$ cat src/rtl/lsu_ctrl.sv
// Load/store sequencer: alignment check, req/ack memory access, store lane formatting, load extension.
// Latency: accept -> mem_req next cycle; result valid the cycle after mem_ack (2 cycles minimum).
// Backpressure: one op in flight; in_ready low until the result is taken; result held until out_ready.
module lsu_ctrl #(
    parameter int TIMEOUT_CYC = 255
) (
    input  logic        clk,
    input  logic        rst_n,
    input  logic        in_valid,
    output logic        in_ready,
    input  logic        in_is_load,
    input  logic        in_is_store,
    input  logic [2:0]  in_func3,
    input  logic [63:0] in_addr,
    input  logic [63:0] in_wdata,
    output logic        mem_req,
    output logic        mem_wen,
    output logic [63:0] mem_addr,
    output logic [63:0] mem_wdata,
    output logic [7:0]  mem_wmask,
    input  logic        mem_ack,
    input  logic [63:0] mem_rdata,
    output logic        out_valid,
    input  logic        out_ready,
    output logic [63:0] out_rdata,
    output logic        out_misalign,
    output logic        out_err
);
    localparam int CW = $clog2(TIMEOUT_CYC + 1);

    typedef enum logic [1:0] {IDLE, BUSY, RESP} state_t;

    state_t        state_q, state_d;
    logic          is_load_q, is_load_d;
    logic          is_store_q, is_store_d;
    logic [2:0]    func3_q, func3_d;
    logic [63:0]   addr_q, addr_d;
    logic [63:0]   wdata_q, wdata_d;
    logic [63:0]   rdata_q, rdata_d;
    logic          misalign_q, misalign_d;
    logic          err_q, err_d;
    logic [CW-1:0] cnt_q, cnt_d;

    logic          in_illegal, in_misalign;
    logic [5:0]    lane_sh;
    logic [63:0]   rd_shift, rd_ext, wr_shift;
    logic [7:0]    wr_mask;
    logic          busy, resp;

    // Accept-time checks on the incoming op; func3[1:0] encodes access size for both loads and stores
    always_comb begin
        in_illegal  = (in_is_load && in_func3 == 3'b111) || (in_is_store && in_func3[2]);
        in_misalign = 1'b0;
        case (in_func3[1:0])
            2'b01:   in_misalign = in_addr[0];
            2'b10:   in_misalign = (in_addr[1:0] != 2'b00);
            2'b11:   in_misalign = (in_addr[2:0] != 3'b000);
            default: in_misalign = 1'b0;
        endcase
    end

    // Byte-lane shift, load extension and store mask from the captured op
    always_comb begin
        lane_sh  = {addr_q[2:0], 3'b000};
        rd_shift = mem_rdata >> lane_sh;
        wr_shift = wdata_q << lane_sh;
        case (func3_q)
            3'b000:  rd_ext = {{56{rd_shift[7]}}, rd_shift[7:0]};
            3'b001:  rd_ext = {{48{rd_shift[15]}}, rd_shift[15:0]};
            3'b010:  rd_ext = {{32{rd_shift[31]}}, rd_shift[31:0]};
            3'b100:  rd_ext = {56'd0, rd_shift[7:0]};
            3'b101:  rd_ext = {48'd0, rd_shift[15:0]};
            3'b110:  rd_ext = {32'd0, rd_shift[31:0]};
            default: rd_ext = rd_shift;
        endcase
        case (func3_q[1:0])
            2'b00:   wr_mask = 8'h01 << addr_q[2:0];
            2'b01:   wr_mask = 8'h03 << addr_q[2:0];
            2'b10:   wr_mask = 8'h0F << addr_q[2:0];
            default: wr_mask = 8'hFF;
        endcase
    end

    // Next-state: accept decision, memory wait with watchdog, result hold
    always_comb begin
        state_d    = state_q;
        is_load_d  = is_load_q;
        is_store_d = is_store_q;
        func3_d    = func3_q;
        addr_d     = addr_q;
        wdata_d    = wdata_q;
        rdata_d    = rdata_q;
        misalign_d = misalign_q;
        err_d      = err_q;
        cnt_d      = cnt_q;
        case (state_q)
            IDLE: begin
                if (in_valid) begin
                    is_load_d  = in_is_load;
                    is_store_d = in_is_store;
                    func3_d    = in_func3;
                    addr_d     = in_addr;
                    wdata_d    = in_wdata;
                    rdata_d    = 64'd0;
                    misalign_d = 1'b0;
                    err_d      = 1'b0;
                    cnt_d      = '0;
                    if (!in_is_load && !in_is_store) begin
                        state_d = RESP;
                    end else if (in_illegal) begin
                        err_d   = 1'b1;
                        state_d = RESP;
                    end else if (in_misalign) begin
                        misalign_d = 1'b1;
                        state_d    = RESP;
                    end else begin
                        state_d = BUSY;
                    end
                end
            end
            BUSY: begin
                // ack takes precedence over a watchdog expiry in the same cycle
                if (mem_ack) begin
                    rdata_d = is_load_q ? rd_ext : 64'd0;
                    state_d = RESP;
                end else if (cnt_q == CW'(TIMEOUT_CYC - 1)) begin
                    err_d   = 1'b1;
                    rdata_d = 64'd0;
                    state_d = RESP;
                end else begin
                    cnt_d = cnt_q + 1'b1;
                end
            end
            RESP: begin
                if (out_ready) begin
                    rdata_d    = 64'd0;
                    misalign_d = 1'b0;
                    err_d      = 1'b0;
                    cnt_d      = '0;
                    state_d    = IDLE;
                end
            end
            default: state_d = IDLE;
        endcase
    end

    // State and captured-op registers with synchronous reset
    always_ff @(posedge clk) begin
        if (!rst_n) begin
            state_q    <= IDLE;
            is_load_q  <= 1'b0;
            is_store_q <= 1'b0;
            func3_q    <= 3'd0;
            addr_q     <= 64'd0;
            wdata_q    <= 64'd0;
            rdata_q    <= 64'd0;
            misalign_q <= 1'b0;
            err_q      <= 1'b0;
            cnt_q      <= '0;
        end else begin
            state_q    <= state_d;
            is_load_q  <= is_load_d;
            is_store_q <= is_store_d;
            func3_q    <= func3_d;
            addr_q     <= addr_d;
            wdata_q    <= wdata_d;
            rdata_q    <= rdata_d;
            misalign_q <= misalign_d;
            err_q      <= err_d;
            cnt_q      <= cnt_d;
        end
    end

    // Outputs are qualified by state and forced low while reset is held
    always_comb begin
        busy         = rst_n && (state_q == BUSY);
        resp         = rst_n && (state_q == RESP);
        in_ready     = rst_n && (state_q == IDLE);
        mem_req      = busy;
        mem_wen      = busy && is_store_q;
        mem_addr     = busy ? {addr_q[63:3], 3'b000} : 64'd0;
        mem_wdata    = (busy && is_store_q) ? wr_shift : 64'd0;
        mem_wmask    = (busy && is_store_q) ? wr_mask : 8'd0;
        out_valid    = resp;
        out_rdata    = resp ? rdata_q : 64'd0;
        out_misalign = resp && misalign_q;
        out_err      = resp && err_q;
    end
endmodule

$ cat config.mk
export PLATFORM = sky130hd
export DESIGN_NAME = lsu_ctrl
export DESIGN_NICKNAME = d
export VERILOG_FILES = /design/src/rtl/lsu_ctrl.sv
export SDC_FILE = /design/constraint.sdc
export NUM_CORES = 1
export LEC_CHECK = 0
export BUFFER_PORTS_ARGS = -buffer_cell sky130_fd_sc_hd__buf_4
export CORE_MARGIN = 2
export CORE_UTILIZATION = 36
export CTS_BUF_LIST = sky130_fd_sc_hd__clkbuf_8
export DETAILED_ROUTE_END_ITERATION = 16
export GPL_ROUTABILITY_DRIVEN = 0
export HOLD_SLACK_MARGIN = 0.02
export MAX_ROUTING_LAYER = met4
export PLACE_DENSITY = 0.64
export SYNTH_ARGS = -nofsm -noshare
export SYNTH_HDL_FRONTEND = slang
export SYNTH_SLANG_ARGS = --single-unit
$ cat constraint.sdc
create_clock -name clk -period 2.31 [get_ports clk]
set_clock_uncertainty 0.05 [all_clocks]
set_input_delay 0.231 -clock clk [delete_from_list [all_inputs] [get_ports clk]]
set_output_delay 0.231 -clock clk [all_outputs]
set_load 0.02 [all_outputs]
# Yosys cells after proc, flatten, opt, wreduce, memory -nomap -nowiden
# Index checks and enable logic that the tools add are counted.
# word_totals
register_bits,209
inputBits,202
output_inout_bits,206
elab_cells,99
# op_classes
n_addsub,1
n_eq_ne,20
shift,5
n_mux,38
n_reduce_logical,25
# op_table
op,n
$mux 64,8
$pmux 64 s6,1
$pmux 64 s3,1
$shl 64x6->64,1
$shr 64x6->64,1
$pmux 8 s3,2
$mux 8,5
$mux 2,7
$eq 3x3->1 const B,4
$mux 1,10
$ne 2x2->1 const B,5
$reduce_and 5->1,2
$logic_and 1x1->1,9
$add 8x1->8 const B,1
$eq 2x2->1 const B,4
$eq 8x8->1 const B,1
$shl 1x3->8 const A,1
$shl 2x3->8 const A,1
$shl 4x3->8 const A,1
$eq 2x1->1 const B,3
$pmux 1 s3,2
$pmux 2 s3,1
$reduce_and 3->1,2
$reduce_bool 3->1,2
other kinds (11),14

# Longest topological paths before layout
# logic_depth
word_depth,7
ltp_mapped,10
ltp_nobuf,8

# Worst setup path before layout
# No wires, ideal clock.
# synth_path
kind,reg2out
startpoint,register state_q[1]
endpoint,output port mem_wdata[32]
t_arrival_ns,2.082
required_time_ns,2.029
setup_slack_ns,-0.053
path_stages_with_launch,9
path_buffers,1
cell_sequence,dfxtp_1 inv_1 ha_1 and2_1 nand2_1 inv_1 nand2_1 clkbuf_1 o21ai_0
# synth_via
elab_chain_len,4
# synth_lines
item,line_no,source
start: declaration,33,"state_t state_q, state_d;"
start signal: assignment,161,state_q <= state_d;
$eq 2x1->1,176,busy = rst_n && (state_q == BUSY);
$logic_and 1x1->1,176,
via mem_req,16,"output logic mem_req,"
$logic_and 1x1->1,-,
via mem_wen,17,"output logic mem_wen,"
$mux 64,182,mem_wdata = (busy && is_store_q) ? wr_shift : 64'd0;
end: declaration,19,"output logic [63:0] mem_wdata,"
# The timed path passes the listed nets, and every way through them passes these cells.

# Worst setup path in the final report
# layout_path
startpoint,register addr_q[0]
endpoint,output port mem_wdata[60]
# layout_via
elab_chain_len,2
# layout_lines
item,line_no,source
start: declaration,37,"logic [63:0] addr_q, addr_d;"
start signal: assignment,165,addr_q <= addr_d;
$shl 64x6->64,66,wr_shift = wdata_q << lane_sh;
$mux 64,182,
# No other way between the ends.

==> run_results.csv <==
group,metric,value,unit
outcome,status,"finished with violations",
outcome,violations,"negative setup slack",
sta,tightest_slew,937,ps
sta,worst_hold_slack,68.2,ps
layout,drive_gt1_share,36.3,%
yosys,yosysTopAreaCell,"dfxtp_1",
yosys,ys_seq_elements,209,
clocking,cts_buffer_depth,3,
clocking,cts_buffers,39,
yosys,synth_top_area_share,33.3,%
die,core_area,0.0345,mm^2
die,rows,68,
sta,timing.slew.headroom,37.5,%
routing,wirelength,56500,um
sta,post-route-min-period,2500,ps
yosys,ys_warn_count,0,
routing,routed_via_density,5.57,
yosys,synth-seq-area-share,33.3,%
global_route,grt_pass1_vias,14200,
critical_path,cpMostUsedCell,"buf_4",
place,pre_cts_slack,20.1,ps
clocking,clock-root-buffer,"clkbuf_8",
yosys,synth_area_leaders,"dfxtp_1 33%, nand2_1 11%, mux2i_1 7.8%",
place,dp_hpwl,36400,um
routing,ant_nets,0,
min_path,hold_path_class,"input pin to register",
power_and_ir_drop,ir_worst_vdd,0.422,mV
critical_path,cp.required,2030,ps
clocking,clock-sinks,209,
clocking,clock_latency,560,ps
routing,drc_errors,0,
power_and_ir_drop,leakagePower,8.91,nW
yosys,synth_most_common_cell,"nand2_1",
critical_path,crit_fanout,5,
die,die_h,191,um
clocking,cts_tree,"yes",
yosys,synth.distinct_cells,65,
global_route,track_usage,28.8,%
critical_path,cp_slowest_stage_delay,510,ps
place,io_buffer_count,404,
yosys,syn-cell-area,0.0126,mm^2
critical_path,critical_path_class,"register to output port",
sta,report.final.slew_viol_count,0,
yosys,syn_avg_cell_area,7.65,um^2
critical_path,critPathCaptureType,"output port",
global_route,grt-ovfl-total,0,
layout,final_nets,2435,
flow_run,maxCapViolations,0,
sta,finalHoldViolCount,0,
die,start_util,36.5,%
die,num_io_pins,408,
die,dieArea,0.0364,mm^2
die,die_x,191,um
power_and_ir_drop,powerDensity,575,mW/mm^2
sta,setup_slack,-186,ps
clocking,h-tree-depth,2,
critical_path,critPathArrivalTime,2220,ps
routing,dr.pass1.iters,5,
yosys,syn_inst,1642,
yosys,synthFlopType,"dfxtp_1",
clocking,clk_pin_slew,60,ps
critical_path,cpMaxStageDelayCell,"mux4_2",
sta,rsz0062_at_grt,"yes",
yosys,synth_edf_count,0,
critical_path,crit_path_start_kind,"register",
routing,wl_per_cell,20.9,um
sta,finalSetupViolations,62,
sta,layout_worst_path_cycle_share,108,%
global_route,grt_pass1_wl,79400,um
routing,num_vias,15100,
routing,drt_iter0_markers,1358,
global_route,grt_max_degree,117,
layout,syn2layout_area_growth,64.2,%
sta,max_freq,401,MHz
critical_path,crit_chain,"buf_4, clkbuf_16, mux4_2, mux2i_1, nor2_1, buf_4",
yosys,yosys-top-cells-count,"384 x nand2_1, 209 x dfxtp_1, 175 x a21oi_1",
yosys,async_flop_share,0,%
global_route,antenna_found_initial,2,
critical path: cells and delay by family (launching register included):
kind / cells / cell delay (ps)
buf+inv: 3 / 450
flops: 1 / 400
mux: 2 / 720
simple gates: 1 / 70
repair_timing:
item                                   CTS  global route
hold buffers                           149             0
gates resized for setup                199           130
pin swaps                               24            26
setup buffers                           21            18
setup endpoints to repair              200           184
endpoints found under the hold margin  149             0
cloned                                  12             9
cell usage in the layout, fill, tap and decap left out, types with 21 or more instances in the layout:
cell type / count
and3_1: 128
buf_4: 446
a21oi_1: 162
mux2_2: 23
dlygate4sd3_1: 149
nor2b_1: 27
o22ai_1: 22
mux2i_1: 70
clkbuf_8: 46
mux4_2: 21
a22oi_1: 23
buf_12: 22
dfxtp_1: 203
buf_6: 41
nor2_1: 77
o21ai_1: 29
o21ai_0: 36
nand2_1: 379
final timing paths:
check	startpoint	end	slack, ps	cells past startpoint
worst max-delay path	addr_q[0]$_SDFFE_PN0P_	mem_wdata[60]	-190	6
worst min-delay path	mem_ack	err_q$_SDFFE_PN0P_	70	4
worst max register to register	addr_q[0]$_SDFFE_PN0P_	rdata_q[63]$_SDFFE_PN0P_	50	9
worst min register to register	rdata_q[15]$_SDFFE_PN0P_	rdata_q[15]$_SDFFE_PN0P_	380	2
layout make-up:
cell class | count | area (um^2)
Inverter | 15 | 65.1
Multi-Input combinational cell | 1272 | 8590
Clock buffer | 46 | 633
Antenna cell | 2 | 5.00
Tap cell | 455 | 569
Sequential cell | 209 | 4200
Fill cell | 2923 | 13800
Timing Repair Buffer | 685 | 6430
Clock inverter | 21 | 136
metrics by stage:
stage               cells  TNS, ps  total power [mW]  util (%)  area, um^2
floorplan            1644     -191              5.97         -       12600
global placement     2429        0              7.12      47.3       16300
detailed placement   2429        0              7.16      47.3       16300
CTS                  2678    -4280              11.5      57.5       19800
global route         2705    -9770              12.3      59.9       20600
finish               2705    -5590              11.9      59.9       20600
power breakdown:
part | leakage (nW) | internal, mW | switching (mW) | total (mW)
clock | 0.423 | 1.94 | 1.71 | 3.65
combinational | 6.77 | 1.89 | 2.21 | 4.10
sequential | 1.71 | 3.86 | 0.254 | 4.11
total | 8.91 | 7.68 | 4.18 | 11.9
registers in the layout, indices dropped and copies added, names as in the netlist:
name	count
addr_q	64
cnt_q	8
err_q	1
func3_q	3
is_load_q	1
is_store_q	1
misalign_q	1
rdata_q	64
state_q	2
wdata_q	64
cells by family after synthesis:
group,share of synthesized area [%]
AOI/OAI and AO/OA,18.9
DFF,33.3
buffers and inverters,5.97
adders and majority gates,1.10
and+or+nand+nor,26.1
xor gates and xnor gates,0.279
other,0.0298
muxes,14.3
routing by layer:
layer,vias up,part of all wire (%),global-route usage (%)
li1,6923,-,-
met1,7086,38,33.7
met2,864,49,47.0
met3,190,8.1,5.48
met4,0,5.3,14.3
met5,-,0,-
No activity file was read; power rests on OpenSTA's default activity.
